### src/rtl/video_pkg.sv
// Shared types for the input-video mode classifier: published modes, FSM states and the
// per-frame {rate, passthrough} candidate.
package video_pkg;

  typedef enum logic [1:0] {
    MODE_NONE = 2'd0,
    MODE_50   = 2'd1,
    MODE_60   = 2'd2
  } mode_t;

  typedef enum logic [1:0] {
    IDLE,
    ACQUIRE,
    LOCKED
  } vmd_state_t;

  typedef struct packed {
    mode_t rate;
    logic  pass;
  } cand_t;

  localparam cand_t CandNone = '{rate: MODE_NONE, pass: 1'b0};

endpackage

### src/rtl/sync_edge_detect.sv
// Two-flop synchroniser followed by an edge-detect flop; the event is registered.
// With VMD_POLARITY_DETECT_EN the active edge is chosen at run time and the level is exported.
module sync_edge_detect #(
  parameter bit RISING = 1'b1
) (
  input  logic clk,
  input  logic reset_n,
  input  logic sync_i,
`ifdef VMD_POLARITY_DETECT_EN
  input  logic active_high_i,
  output logic level_o,
`endif
  output logic evt_o
);

  logic [2:0] sh_q;
  logic       evt_q;
  logic       rise_sel;

`ifdef VMD_POLARITY_DETECT_EN
  assign rise_sel = (active_high_i == RISING);
  assign level_o  = sh_q[1];
`else
  assign rise_sel = RISING;
`endif

  always_ff @(posedge clk) begin
    if (!reset_n) begin
      sh_q  <= '0;
      evt_q <= 1'b0;
    end else begin
      sh_q  <= {sh_q[1:0], sync_i};
      evt_q <= rise_sel ? (sh_q[1] & ~sh_q[2]) : (~sh_q[1] & sh_q[2]);
    end
  end

  assign evt_o = evt_q;

endmodule

### src/rtl/video_mode_detect.sv
// Input-video classifier: measures lines and clk cycles per frame and publishes a debounced
// 50/60 Hz mode and passthrough flag. VMD_POLARITY_DETECT_EN adds sync polarity detection.
module video_mode_detect
  import video_pkg::*;
#(
  parameter int unsigned LINE_W        = 12,
  parameter int unsigned PERIOD_W      = 24,
  parameter int unsigned LINE_THRESH   = 400,
  parameter int unsigned PERIOD_SPLIT  = 2_072_727,
  parameter int unsigned STABLE_FRAMES = 4,
  parameter int unsigned TIMEOUT       = 4_000_000
) (
  input  logic                clk,
  input  logic                reset_n,
  input  logic                i_hsync,
  input  logic                i_vsync,
  output logic [LINE_W-1:0]   o_lines,
  output logic [PERIOD_W-1:0] o_period,
  output logic [1:0]          o_mode,
  output logic                o_passthrough,
  output logic                o_valid,
`ifdef VMD_POLARITY_DETECT_EN
  output logic                o_hs_pol,
  output logic                o_vs_pol,
`endif
  output logic                o_changed
);

  localparam int unsigned IdleW = (TIMEOUT > 1) ? $clog2(TIMEOUT) : 1;
  localparam int unsigned StW   = $clog2(STABLE_FRAMES + 1);

  logic hs_evt, vs_evt;

`ifdef VMD_POLARITY_DETECT_EN
  logic                hs_lvl, vs_lvl;
  logic                hs_pol_q, vs_pol_q;
  logic [PERIOD_W-1:0] hs_hi_q, hs_lo_q, vs_hi_q, vs_lo_q;
`endif

  sync_edge_detect #(
    .RISING (1'b1)
  ) u_hs_sync (
    .clk           (clk),
    .reset_n       (reset_n),
    .sync_i        (i_hsync),
`ifdef VMD_POLARITY_DETECT_EN
    .active_high_i (hs_pol_q),
    .level_o       (hs_lvl),
`endif
    .evt_o         (hs_evt)
  );

  sync_edge_detect #(
    .RISING (1'b1)
  ) u_vs_sync (
    .clk           (clk),
    .reset_n       (reset_n),
    .sync_i        (i_vsync),
`ifdef VMD_POLARITY_DETECT_EN
    .active_high_i (vs_pol_q),
    .level_o       (vs_lvl),
`endif
    .evt_o         (vs_evt)
  );

  vmd_state_t          state_q, state_d;
  logic [LINE_W-1:0]   line_cnt_q, line_cnt_d, lines_q, lines_d;
  logic [PERIOD_W-1:0] period_cnt_q, period_cnt_d, period_q, period_d;
  logic [IdleW-1:0]    idle_cnt_q, idle_cnt_d;
  logic [StW-1:0]      stable_q, stable_d, cnt_next;
  cand_t               cand, cand_q, cand_d, pub_q, pub_d;
  logic                changed_q, changed_d;
  logic                frame_ok, timeout, hit;

  always_comb begin
    state_d      = state_q;
    line_cnt_d   = line_cnt_q;
    period_cnt_d = period_cnt_q;
    idle_cnt_d   = idle_cnt_q;
    lines_d      = lines_q;
    period_d     = period_q;
    stable_d     = stable_q;
    cand_d       = cand_q;
    pub_d        = pub_q;
    changed_d    = 1'b0;

    // An HSYNC event coincident with VSYNC belongs to the frame that is starting.
    if (vs_evt) begin
      line_cnt_d = hs_evt ? LINE_W'(1) : '0;
    end else if (hs_evt && line_cnt_q != '1) begin
      line_cnt_d = line_cnt_q + 1'b1;
    end

    if (vs_evt) begin
      period_cnt_d = PERIOD_W'(1);
      idle_cnt_d   = '0;
      lines_d      = line_cnt_q;
      period_d     = period_cnt_q;
    end else begin
      if (period_cnt_q != '1) period_cnt_d = period_cnt_q + 1'b1;
      if (idle_cnt_q != IdleW'(TIMEOUT - 1)) idle_cnt_d = idle_cnt_q + 1'b1;
    end

    cand.rate = (period_cnt_q >= PERIOD_W'(PERIOD_SPLIT)) ? MODE_50 : MODE_60;
    cand.pass = (line_cnt_q > LINE_W'(LINE_THRESH));
    frame_ok  = (period_cnt_q != '1);
    timeout   = (idle_cnt_q == IdleW'(TIMEOUT - 1)) && !vs_evt;
    cnt_next  = (stable_q != '0 && cand == cand_q) ? stable_q + StW'(1) : StW'(1);
    hit       = (cnt_next == StW'(STABLE_FRAMES));

    unique case (state_q)
      IDLE: begin
        if (vs_evt) begin
          state_d  = ACQUIRE;
          stable_d = '0;
        end
      end
      ACQUIRE, LOCKED: begin
        if (timeout) begin
          state_d   = IDLE;
          pub_d     = CandNone;
          changed_d = (pub_q != CandNone);
          stable_d  = '0;
        end else if (vs_evt) begin
          if (!frame_ok) begin
            stable_d = '0;
          end else if (state_q == LOCKED && cand == pub_q) begin
            stable_d = '0;
          end else begin
            cand_d = cand;
            if (hit) begin
              pub_d     = cand;
              changed_d = (cand != pub_q);
              state_d   = LOCKED;
              stable_d  = '0;
            end else begin
              stable_d = cnt_next;
            end
          end
        end
      end
      default: state_d = IDLE;
    endcase
  end

  always_ff @(posedge clk) begin
    if (!reset_n) begin
      state_q      <= IDLE;
      line_cnt_q   <= '0;
      period_cnt_q <= '0;
      idle_cnt_q   <= '0;
      lines_q      <= '0;
      period_q     <= '0;
      stable_q     <= '0;
      cand_q       <= CandNone;
      pub_q        <= CandNone;
      changed_q    <= 1'b0;
    end else begin
      state_q      <= state_d;
      line_cnt_q   <= line_cnt_d;
      period_cnt_q <= period_cnt_d;
      idle_cnt_q   <= idle_cnt_d;
      lines_q      <= lines_d;
      period_q     <= period_d;
      stable_q     <= stable_d;
      cand_q       <= cand_d;
      pub_q        <= pub_d;
      changed_q    <= changed_d;
    end
  end

`ifdef VMD_POLARITY_DETECT_EN
  // The shorter level of each sync is its active pulse; the choice applies from the next frame.
  always_ff @(posedge clk) begin
    if (!reset_n) begin
      hs_pol_q <= 1'b1;
      vs_pol_q <= 1'b1;
      hs_hi_q  <= '0;
      hs_lo_q  <= '0;
      vs_hi_q  <= '0;
      vs_lo_q  <= '0;
    end else if (vs_evt) begin
      hs_pol_q <= (hs_hi_q < hs_lo_q) ? 1'b1 : (hs_hi_q > hs_lo_q) ? 1'b0 : hs_pol_q;
      vs_pol_q <= (vs_hi_q < vs_lo_q) ? 1'b1 : (vs_hi_q > vs_lo_q) ? 1'b0 : vs_pol_q;
      hs_hi_q  <= '0;
      hs_lo_q  <= '0;
      vs_hi_q  <= '0;
      vs_lo_q  <= '0;
    end else begin
      if (hs_lvl && hs_hi_q != '1) hs_hi_q <= hs_hi_q + 1'b1;
      if (!hs_lvl && hs_lo_q != '1) hs_lo_q <= hs_lo_q + 1'b1;
      if (vs_lvl && vs_hi_q != '1) vs_hi_q <= vs_hi_q + 1'b1;
      if (!vs_lvl && vs_lo_q != '1) vs_lo_q <= vs_lo_q + 1'b1;
    end
  end

  assign o_hs_pol = hs_pol_q;
  assign o_vs_pol = vs_pol_q;
`endif

  assign o_lines       = lines_q;
  assign o_period      = period_q;
  assign o_mode        = pub_q.rate;
  assign o_passthrough = pub_q.pass;
  assign o_valid       = (state_q == LOCKED);
  assign o_changed     = changed_q;

endmodule

### config.mk
export PLATFORM = sky130hd
export DESIGN_NAME = video_mode_detect
export DESIGN_NICKNAME = d
export VERILOG_FILES = /design/src/rtl/video_pkg.sv /design/src/rtl/sync_edge_detect.sv /design/src/rtl/video_mode_detect.sv
export SDC_FILE = /design/constraint.sdc
export NUM_CORES = 1
export LEC_CHECK = 0
export CORE_ASPECT_RATIO = 0.75
export CORE_UTILIZATION = 50
export CTS_BUF_LIST = sky130_fd_sc_hd__clkbuf_4
export DETAILED_ROUTE_END_ITERATION = 16
export PLACE_DENSITY_LB_ADDON = 0.1
export SYNTH_ARGS = -nofsm -noshare
export SYNTH_HDL_FRONTEND = slang
export SYNTH_SLANG_ARGS = --single-unit
### constraint.sdc
create_clock -name clk -period 6.94 [get_ports clk]
set_input_delay 1.041 -clock clk [delete_from_list [all_inputs] [get_ports clk]]
set_output_delay 1.041 -clock clk [all_outputs]
set_load 0.1 [all_outputs]
# Word-level counts from Yosys, hierarchy flattened
# Index checks and enable logic that the tools add are counted.
# totals
ff_bits	114
inputBits	4
out_inout_bits	41
elab_cells	98
# classes
n_addsub	4
n_lt_le_gt_ge	2
eq_ne	16
n_mux	31
bitwise	7
n_reduce_logical	21
# op_table
op	n
$mux W3	12
$add A24 B1 Y24 const B	1
$ge A24 B21 Y1 const B	1
$mux W12	2
$ne A24 B24 Y1 const B	1
$add A22 B1 Y22 const B	1
$eq A22 B22 Y1 const B	1
$ne A22 B22 Y1 const B	1
$reduce_and A5 Y1	3
$mux W2	7
$add A12 B1 Y12 const B	1
$gt A12 B9 Y1 const B	1
$ne A12 B12 Y1 const B	1
$reduce_bool A2 Y1	6
$ne A3 B3 Y1 const B	3
$mux W1	8
$eq A3 B3 Y1	2
$pmux W3 S2	1
$reduce_bool A3 Y1	2
$not A1 Y1	5
$logic_and A1 B1 Y1	4
$pmux W2 S2	1
$reduce_or A2 Y1	2
$add A3 B1 Y3 const B	1
other kinds (12)	13

# Depth between registers and ports, before layout
# Gate-level depths: netlist (run 1).
# logic_depth
depth_word	12
depth_mapped	8
depth_no_buf	8

# Modules after synthesis
# Synthesis (run 1) repeated with hierarchy kept, for this count alone.
# hier_totals
cells_unflattened	544
area_unflattened_um2	5089.9
# by_module_without_submodules
module	n_inst	cells_per_inst	area_per_inst_um2	seq_area_each_um2
video_mode_detect	1	528	4867.2	2122.0
sync_edge_detect	2	8	111.4	80.1

# Least setup slack after synthesis (run 1)
# No wires, ideal clock.
# synth_path
kind	register to register
startpoint	reg pub_q (netlist bit o_mode[0])
endpoint	reg pub_q (netlist bit o_passthrough)
setup_time_ps	123
arrival_ps	2247
required_time_ps	6817
setup_slack_ps	4569
path_stages_with_launch	7
n_path_buf	0
synth_period_minus_slack_ps	2371
cell_sequence	dfxtp_1 nor2b_1 a22oi_1 o21ai_0 nand4_2 nand4_2 mux2_1
# synth_via
elab_chain_len	4
# synth_rtl
item	line	text
from (decl)	video_mode_detect.sv:71	cand_t cand, cand_q, cand_d, pub_q, pub_d;
from (signal assigned)	video_mode_detect.sv:156	pub_q <= CandNone;
from (signal assigned)	video_mode_detect.sv:167	pub_q <= pub_d;
$eq A3 B3 Y1	video_mode_detect.sv:127	end else if (state_q == LOCKED && cand == pub_q) begin
$logic_and A1 B1 Y1	video_mode_detect.sv:127	
$ne A2 B2 Y1 (no source line)	n/a	
$reduce_and A5 Y1 (no source line)	n/a	
# No other way between the ends.
# A chain may end at the register's enable or synchronous reset.

# Final worst setup path (run 1)
# layout_path
startpoint	reg state_q[0]
endpoint	out o_valid
# layout_via
elab_chain_len	1
# layout_rtl
item	line	text
from (decl)	video_mode_detect.sv:66	vmd_state_t state_q, state_d;
from (signal assigned)	video_mode_detect.sv:159	state_q <= state_d;
$eq A2 B2 Y1	video_mode_detect.sv:205	assign o_valid = (state_q == LOCKED);
to (decl)	video_mode_detect.sv:21	output logic o_valid,
# No other way between the ends.

==> results of run 1 <==
==> placed cells by master (no fill, tap or decap), drive strengths merged, types with 3 or more instances in the layout <==
cell             n
and2             8
o21ai           12
nand2b           4
xnor2           27
and4             6
dfxtp          114
nor4             6
and3             6
nor4b            3
or3              5
nand2           25
clkbuf          17
clkdlybuf4s50   44
clkinv           9
mux2i           44
nand4           26
inv             15
nor2b            6
nand3           24
a21oi           14
ha               8
nor2           110
xor2            25
or2              3
a31oi            4
nor3            15
==> layer usage <==
layer,vias up,track usage (%),wire [um]
met5,-,0,0
met4,0,7.36,128
met3,11,5.80,579
met2,101,30.9,4270
met1,1867,31.1,5560
li1,2025,-,-
==> kinds of logic (layout without fill, tap and decap cells) <==
group | Yosys count | count (layout) | synth area share [%]
xor+xnor | 52 | 52 | 8.93
fa+ha+maj | 8 | 8 | 1.96
flops | 114 | 114 | 44.8
compound gates | 52 | 52 | 7.02
simple gates | 251 | 251 | 25.0
buf+inv | 40 | 91 | 3.26
mux | 45 | 45 | 9.10
==> registers in the layout, summed over array words and instances (netlist names) <==
name,cells
o_period,24
period_cnt_q,24
idle_cnt_q,22
line_cnt_q,12
o_lines,12
cand_q,3
stable_q,3
u_hs_sync.sh_q,3
u_vs_sync.sh_q,3
o_mode,2
state_q,2
o_changed,1
o_passthrough,1
u_hs_sync.evt_o,1
u_vs_sync.evt_o,1
==> final cells by class <==
cell class	count	area, um2
multi-input cells	408	2650
repair buffers	46	455
well taps	132	165
fillers	874	3880
flip-flops and latches	114	2280
clock inverters	15	160
clock buffers	17	128
inverters	13	48.8
==> worst max-delay path by stage <==
stage,to,slack [ns],depth (start not counted)
detailed placement,state_q[0]$_SDFFE_PN0P_,3.84,4
finish,o_valid,3.52,3
floorplan,o_passthrough$_SDFFE_PN0P_,4.57,6
global route,o_valid,3.42,3
global placement,state_q[0]$_SDFFE_PN0P_,3.88,4
CTS,o_valid,3.49,3
==> metrics by stage <==
step / setup slack, ns / cell area, um2 / utilization, % / total power [mW]
after floorplan: 4.57 / 5100 / - / 0.706
after global placement: 3.88 / 5600 / 57.3 / 0.715
after detailed placement: 3.84 / 5600 / 57.3 / 0.716
after CTS: 3.49 / 5890 / 60.3 / 1.20
after global routing: 3.42 / 5890 / 60.3 / 1.24
final: 3.52 / 5890 / 60.3 / 1.19
==> power by group through the flow <==
| stage | Combinational (mW) | Sequential (mW) | Clock, mW |
|---|---|---|---|
| after floorplan | 0.0265 | 0.679 | 0 |
| after global placement | 0.0356 | 0.679 | 0 |
| after detailed placement | 0.0366 | 0.679 | 0 |
| after CTS | 0.0365 | 0.664 | 0.500 |
| after global routing | 0.0407 | 0.666 | 0.536 |
| final | 0.0363 | 0.664 | 0.487 |
==> reports/summary.txt, run 1 <==
Wirelength per Cell: 14.1 um
Inst Count DP: 713
Sequential Power Share: 55.9%
CTS tree: built
Synth async-reset ratio: 0%
Max cap viols: 0
Reg2Reg Depth: 8
Hold_sp: u_hs_sync.sh_q[2]$_SDFF_PN0_
Max stage delay on crit path: 1.17 ns
Area share of the largest cell type after synthesis: 44.8%
Final critical-path required period: 3.42 ns
DRC violations left: 0
NetSw: 299 uW
Netlist cell types: 58
Synth area leaders: dfxtp_1 (45%), mux2i_1 (8.4%), nor2_1 (8.1%), xnor2_1 (4.6%), xor2_1 (4.3%)
CP arrival: 2.38 ns
Crit Path Max Fanout: 5
Non-filler cells, final: 745
Status: finished clean
Sw Ratio: 25.2%
Worst-Skew Late Latency: 0.52 ns
# nets final: 612
TNS Setup: 0 ns
Net Count, Synth: 574
Max Slew Vio Count: 0
Slew HR: 31.5%
CP max-delay cell: clkdlybuf4s50_1
Power density over cell area: 202 nW/um2
Die width: 119 um
Core box area: 9770 um2
CTS resizes: 0
Cell Chain, Critical Path: inv_1 > ha_1 > clkdlybuf4s50_1
1st-pass router iterations: 5
Final hold viol count: 0
RSZ-0062 raised after global routing: false
CTS sink count: 114
# setup viols final: 0
IO buf count: 44
Gpl congestion: 0.836
Clock tree root buffer cell: clkbuf_4
Total grt overflow: 0
Post-Syn Area: 5100 um2
Logic gate share of total power: 3.1%
Vias/cell: 5.37
Number of primary I/O pins: 45
Worst path bufs/invs: 2
R2R Setup Slk: 4.18 ns
Hold Crit Depth: 1
Period utilization: 49.3%
Antenna Nets Post-Route: 0
CTS clk-pin slew, worst paths: 0.11 ns
Clock skew: 0.0158 ns
Top FF cell, synth: dfxtp_1
Total GRT Usage: 21.5%
First-pass GRT wire length: 17.8 mm
Critical path type: reg -> out
Post-CTS setup buffer count: 0
Hold WC Path Type: reg -> reg
Worst Hold Slack: 0.395 ns
Cts hold-fix bufs: 0
WP data required: 5.90 ns
Final WL: 10.5 mm
Hold Crit Endpoint: u_hs_sync.evt_o$_SDFF_PN0_
Antenna Diode Count: 0
Synth-to-Final Area Change: 15.5%
Critical Path End Type: primary output
Row Count: 31
R2r endpoint: o_passthrough$_SDFFE_PN0P_
Cells after synthesis: 562
F_max: 0.292 GHz
Largest net degree at the start of global routing: 54
Number of global-route vias before repair: 3559
Vias: 4004
Fraction of layout cells with a size suffix above 1: 8.48%
Initial Utilization: 52.2%
Longest Clk Path Bufs: 2
Htree depth: 4
EDFF count, synth: 0
Critical Path Source: state_q[0]$_SDFFE_PN0P_
Die Y: 89.5 um
Die area: 10600 um2
Synth warn: 0
Clock power frac: 41.0%
Area leader, netlist: dfxtp_1
Clock buffer count from CTS: 17
Most frequent cell after synthesis: dfxtp_1
Initial antenna violation count: 0
Tightest Pin Transition: 1.02 ns
Leakage: 2.03 nW
Avg Cell Area, Syn: 9.07 um2
CP delay by family, top: buffers and inverters
Seq/Total Area, Yosys: 44.8%
Most frequent cells after synthesis: dfxtp_1 (114), nor2_1 (110), mux2i_1 (43)
R2R Path Start: line_cnt_q[0]$_SDFFE_PN0P_
Peak supply drop: 167 uV
Worst setup SP type: register
Iteration-0 DRC Markers: 224
Final HPWL DP: 7.28 mm
Yosys reg bits: 114
Pint: 888 uW
(Power assumes the default switching activity.)
==> run 2: changes to the inputs <==
==> constraint.sdc (replaced) <==
create_clock -name clk -period 3.1 [get_ports clk]
set_input_delay 0.465 -clock clk [delete_from_list [all_inputs] [get_ports clk]]
set_output_delay 0.465 -clock clk [all_outputs]
set_load 0.1 [all_outputs]
==> run 2 against run 1 <==
  * Worst setup slack got worse by 3.0 ns
  * Routed wire length increased by 0.70%
  * Sequential share of layout area rose by 0.80 points
  * Hold slack got worse by 0.018 ns
  * Clock skew rose by 0.0027 ns
  * Die area did not move
  * Combinational power is 130% higher
  * Largest power group unchanged
  * Highest routed layer unchanged
==> reports/summary.txt, run 2 (synthesis gave the netlist of run 1 again) <==
Core box area: 9770 um2 (unchanged)
Die width: 119 um (unchanged)
# setup viols final: 0 (unchanged)
Fraction of layout cells with a size suffix above 1: 15.4% (+6.9 points)
Place WS: 0.553 ns (-3.28 ns)
Crit Path Max Fanout: 6 (+1)
CP max-delay cell: o211ai_1
WP data required: 3.50 ns (-2.40 ns)
Status: finished clean
CTS clk-pin slew, worst paths: 0.10 ns (about the same)
Sw Ratio: 22.8% (-2.4 points)
Vias/cell: 5.41 (+0.59%)
Largest net degree at the start of global routing: 33 (-39%)
Peak supply drop: 300 uV (+80%)
Period utilization: 84.4%
Clock tree root buffer cell: clkbuf_4
Tightest Pin Transition: 0.829 ns (-0.195 ns)
First-pass GRT wire length: 17.6 mm (-1.2%)
Die Y: 89.5 um (unchanged)
Synth-to-Final Area Change: 13.2%
CP arrival: 3.01 ns (+0.63 ns)
Number of global-route vias before repair: 3629 (+2.0%)
1st-pass router iterations: 4 (-1)
Post-CTS setup buffer count: 0 (unchanged)
Gpl congestion: 0.830 (-0.77%)
Final hold viol count: 0 (unchanged)
Die area: 10600 um2 (unchanged)
Commonest cells after routing, fill and taps aside: dfxtp_1 (113), nor2_1 (110), buf_4 (47), mux2i_1 (43), xnor2_1 (27)
Total GRT Usage: 21.3% (-0.26 points)
Critical path type: reg -> reg
CTS sink count: 114 (unchanged)
Clock skew: 0.0185 ns (+0.00268 ns)
F_max: 0.382 GHz
Row Count: 31 (unchanged)
Sequential Power Share: 58.8% (+2.9 points)
Worst setup margin: 0.483 ns (-3.04 ns)
Clock power frac: 37.9% (-3.1 points)
Cts hold-fix bufs: 0 (unchanged)
Max Slew Vio Count: 0 (unchanged)
Hold WC Path Type: reg -> reg
RSZ-0062 raised after global routing: false
Iteration-0 DRC Markers: 325 (+45%)
CTS resizes: 0 (unchanged)
IO buf count: 44 (unchanged)
Longest Clk Path Bufs: 2 (unchanged)
Total grt overflow: 0 (unchanged)
Wirelength per Cell: 14.2 um (+0.30%)
Worst-Skew Late Latency: 0.50 ns (-0.02 ns)
NetSw: 577 uW (+93%)
DRC violations left: 0 (unchanged)
Slew HR: 44.4% (+13 points)
# nets final: 616 (+0.65%)
Pint: 1.95 mW (+120%)
TNS Setup: 0 ns (unchanged)
Initial Utilization: 52.2% (unchanged)
Final HPWL DP: 7.57 mm (+3.9%)
Initial antenna violation count: 0 (unchanged)
Final WL: 10.6 mm (+0.70%)
Htree depth: 4 (unchanged)
Logic gate share of total power: 3.3% (+0.2 points)
Antenna Diode Count: 0 (unchanged)
Max stage delay on crit path: 0.53 ns (-0.64 ns)
Max cap viols: 0 (unchanged)
CTS tree: built
Commonest non-fill, non-tap cell in the layout: dfxtp_1
Vias: 4044 (+1.0%)
Number of primary I/O pins: 45 (unchanged)
Clock buffer count from CTS: 17 (unchanged)
Antenna Nets Post-Route: 0 (unchanged)
Final critical-path required period: 2.62 ns
Cell Chain, Critical Path: inv_1 > ha_1 > nor3b_1 > o211ai_1 > xor2_1 > nor4_2 > nand4_2 > mux2_1
Power density over cell area: 438 nW/um2 (+120%)
Leakage: 2.12 nW (+4.6%)
Critical Path End Type: register
Worst setup SP type: register
[run 2: area by class of cell]
class | count | area, um2
tap | 132 | 165
multi-input combinational | 408 | 2650
inverter | 13 | 48.8
clock inverter | 7 | 61.3
clock buffer | 24 | 180
fill | 902 | 4000
timing repair buffer | 50 | 383
sequential | 114 | 2280
[run 2: stage by stage]
step           instance area (um2)  total power [mW]  hold slack (ns)  utilization (%)  cells
2_1_floorplan                 5100              1.58            0.367                -    562
3_3_place_gp                  5530              1.60            0.365             56.6    717
3_5_place_dp                  5530              1.61            0.364             56.6    717
4_1_cts                       5770              2.56            0.377             59.1    748
5_1_grt                       5770              2.65            0.393             59.1    748
6_report                      5770              2.53            0.377             59.1    748
[run 2: path summary, 6_finish.rpt]
kind / cells past startpoint / end / slack, ns / from
worst max-delay path: 8 / o_passthrough$_SDFFE_PN0P_ / 0.48 / line_cnt_q[0]$_SDFFE_PN0P_
worst min-delay path: 1 / u_vs_sync.evt_o$_SDFF_PN0_ / 0.38 / u_vs_sync.sh_q[2]$_SDFF_PN0_
worst max register to register: 8 / o_passthrough$_SDFFE_PN0P_ / 0.48 / line_cnt_q[0]$_SDFFE_PN0P_
worst min register to register: 1 / u_vs_sync.evt_o$_SDFF_PN0_ / 0.38 / u_vs_sync.sh_q[2]$_SDFF_PN0_
[run 2: worst max-delay path: cells and delay by family (launching register included)]
| family | cells | cell delay (ns) |
|---|---|---|
| compound gates | 1 | 0.53 |
| xor+xnor | 1 | 0.22 |
| fa+ha+maj | 1 | 0.19 |
| buf+inv | 1 | 0.07 |
| flops | 1 | 0.43 |
| mux | 1 | 0.34 |
| simple gates | 3 | 0.72 |
[run 2: power groups by stage]
stage	sequential (mW)	combinational, mW	clock [mW]
6_report	1.49	0.0837	0.959
5_1_grt	1.49	0.0928	1.06
4_1_cts	1.49	0.0846	0.988
3_5_place_dp	1.52	0.0841	0
3_3_place_gp	1.52	0.0825	0
2_1_floorplan	1.52	0.0593	0
[run 2: metal layers]
metal / up-vias / wire (um) / track usage (%)
li1: 2039 / - / -
met5: - / 0 / 0
met2: 79 / 4420 / 30.8
met3: 9 / 428 / 5.36
met4: 0 / 98 / 9.44
met1: 1917 / 5670 / 29.8
==> run 3: changes to the inputs <==
==> constraint.sdc (replaced) <==
create_clock -name clk -period 2.7 [get_ports clk]
set_input_delay 0.405 -clock clk [delete_from_list [all_inputs] [get_ports clk]]
set_output_delay 0.405 -clock clk [all_outputs]
set_load 0.1 [all_outputs]
==> run 3 against run 2 <==
  * Fmax is 11% higher
  * Routed wire length is 1.2% higher
  * First-iteration DRC count grew 1.5%
  * Register-to-register slack worse by 0.13 ns
  * Hold slack gained 0.0088 ns
  * Via count up 1.4%
  * Sequential share of layout area decreased by 0.49 points
  * Sequential power up 15%
  * Die area stayed put
  * Non-clock buffer count is 6 higher
  * Clock skew fell by 0.0056 ns
  * Critical path type unchanged
  * Critical endpoint unchanged
==> reports/summary.txt, run 3 (synthesis gave the netlist of run 1 again) <==
Critical path type: reg -> reg
Critical Path Source: period_cnt_q[0]$_SDFFE_PN0P_
Hold_sp: u_vs_sync.sh_q[2]$_SDFF_PN0_
Core box area: 9770 um2 (unchanged)
Crit Path Max Fanout: 7 (+1)
Slew HR: 46.9% (+2.5 points)
Worst Hold Slack: 0.386 ns (+0.00879 ns)
Number of global-route vias before repair: 3641 (+0.33%)
Iteration-0 DRC Markers: 330 (+1.5%)
Clock tree root buffer cell: clkbuf_4
Critical Path End Type: register
Final WL: 10.7 mm (+1.2%)
Worst setup SP type: register
Number of primary I/O pins: 45 (unchanged)
Hold Crit Depth: 1 (unchanged)
Initial Utilization: 52.2% (unchanged)
Non-filler cells, final: 755 (+0.94%)
# nets final: 622 (+0.97%)
CP delay by family, top: simple AND/OR/NAND/NOR gates
Hold Crit Endpoint: u_vs_sync.evt_o$_SDFF_PN0_
Longest Clk Path Bufs: 2 (unchanged)
Area of the multi-input gates: 2650 um2 (unchanged)
R2r endpoint: o_passthrough$_SDFFE_PN0P_
CP arrival: 2.75 ns (-0.26 ns)
CTS resizes: 0 (unchanged)
Vias/cell: 5.43 (+0.47%)
Max Slew Vio Count: 0 (unchanged)
Die Y: 89.5 um (unchanged)
Vias: 4101 (+1.4%)
Total GRT Usage: 22.1% (+0.82 points)
Fraction of layout cells with a size suffix above 1: 16.1% (+0.63 points)
Cell Chain, Critical Path: ha_1 > a21oi_1 > o2111a_1 > or3_1 > nand4_2 > nand4_2 > mux2_1
Peak supply drop: 378 uV (+26%)
Filler Cells Inserted: 878 (-2.7%)
Status: finished clean
Leakage: 2.16 nW (+1.7%)
Die area: 10600 um2 (unchanged)
Final critical-path required period: 2.35 ns (-0.268 ns)
Worst-Skew Late Latency: 0.51 ns (about the same)
Gpl congestion: 0.926 (+12%)
Synth-to-Final Area Change: 14.6%
Largest net degree at the start of global routing: 41 (+24%)
Htree depth: 4 (unchanged)
Clock skew: 0.0129 ns (-0.00555 ns)
1st-pass router iterations: 4 (unchanged)
Worst path bufs/invs: 0 (-1)
Critical path depth in cells: 7 (-1)
CTS tree: built
TNS Setup: 0 ns (unchanged)
Antenna Nets Post-Route: 0 (unchanged)
CP max-delay cell: or3_1
CTS sink count: 114 (unchanged)
Total grt overflow: 0 (unchanged)
DRC violations left: 0 (unchanged)
Most Frequent Cell on Critical Path: nand4_2
Register area: 2280 um2 (unchanged)
IO buf count: 44 (unchanged)
Wirelength per Cell: 14.2 um (+0.28%)
Commonest cells after routing, fill and taps aside: dfxtp_1 (113), nor2_1 (110), buf_4 (52), mux2i_1 (43), xnor2_1 (27)
Die width: 119 um (unchanged)
Max stage delay on crit path: 0.43 ns (-0.10 ns)
CTS clk-pin slew, worst paths: 0.10 ns (about the same)
Cts hold-fix bufs: 0 (unchanged)
Reg2Reg Depth: 7 (-1)
Initial antenna violation count: 0 (unchanged)
Period utilization: 87.0% (+2.6 points)
Final HPWL DP: 7.76 mm (+2.5%)
Clock buffer count from CTS: 17 (unchanged)
Antenna Diode Count: 0 (unchanged)
Final hold viol count: 0 (unchanged)
Row Count: 31 (unchanged)
# setup viols final: 0 (unchanged)
WP data required: 3.11 ns (-0.39 ns)
Commonest non-fill, non-tap cell in the layout: dfxtp_1
R2R Setup Slk: 0.35 ns (-0.13 ns)
RSZ-0062 raised after global routing: false
Hold WC Path Type: reg -> reg
F_max: 0.426 GHz (+11%)
R2R Path Start: period_cnt_q[0]$_SDFFE_PN0P_
Power density over cell area: 507 nW/um2 (+16%)
Inst Count DP: 723 (+0.84%)
First-pass GRT wire length: 18.2 mm (+3.7%)
Post-CTS setup buffer count: 0 (unchanged)
Tightest Pin Transition: 0.792 ns (-0.0372 ns)
Max cap viols: 0 (unchanged)
run 3: changes by cell type in the layout (fill, tap and decap cells not counted), moves of 2 or more:
| cell | change |
|---|---|
| clkbuf_4 | -6 |
| buf_4 | +5 |
| clkinv_1 | +2 |
| clkinv_2 | +3 |
run 3: stage by stage:
stage	power [mW]	area [um2]	setup WS (ns)	util [%]
2_1_floorplan	1.81	5100	0.329	-
3_3_place_gp	1.85	5590	0.458	57.2
3_5_place_dp	1.85	5590	0.379	57.2
4_1_cts	3.00	5840	0.356	59.8
5_1_grt	3.10	5840	0.204	59.8
6_report	2.96	5840	0.351	59.8
run 3: final cells by class:
type | instances | share of cell area [%]
Multi-Input combinational cell | 408 | 45.3
Sequential cell | 114 | 39.1
Timing Repair Buffer | 56 | 7.54
Tap cell | 132 | 2.83
Clock buffer | 18 | 2.31
Clock inverter | 14 | 2.08
Inverter | 13 | 0.835
run 3: power by group:
| part | leakage (nW) | switching [mW] | internal (mW) | total, mW |
|---|---|---|---|---|
| logic | 1.09 | 0.0653 | 0.0374 | 0.103 |
| clock network | 0.143 | 0.617 | 0.537 | 1.15 |
| registers | 0.921 | 0.0125 | 1.69 | 1.71 |
run 3: metal layers:
metal  wire, um  vias to the layer above  track usage [%]  part of all wire, %
li1           -                     2051                -                    -
met1       5670                     1926             32.4                   53
met2       4390                      116             30.5                   41
met3        584                        8             6.25                  5.4
met4         97                        0             7.94                 0.90
met5          0                        -                0                    0
run 3: worst max path at each step:
stage / end
6_report: o_passthrough$_SDFFE_PN0P_
3_3_place_gp: o_mode[1]$_SDFFE_PN0P_
2_1_floorplan: o_passthrough$_SDFFE_PN0P_
3_5_place_dp: o_passthrough$_SDFFE_PN0P_
4_1_cts: o_passthrough$_SDFFE_PN0P_
5_1_grt: o_mode[1]$_SDFFE_PN0P_
run 3: worst reg2reg max path, stage by stage, from the launching register on:
cell	delay, ns
dfxtp_1	0.41
ha_1	0.28
a21oi_1	0.10
o2111a_1	0.26
or3_1	0.43
nand4_2	0.21
nand4_2	0.19
mux2_1	0.35
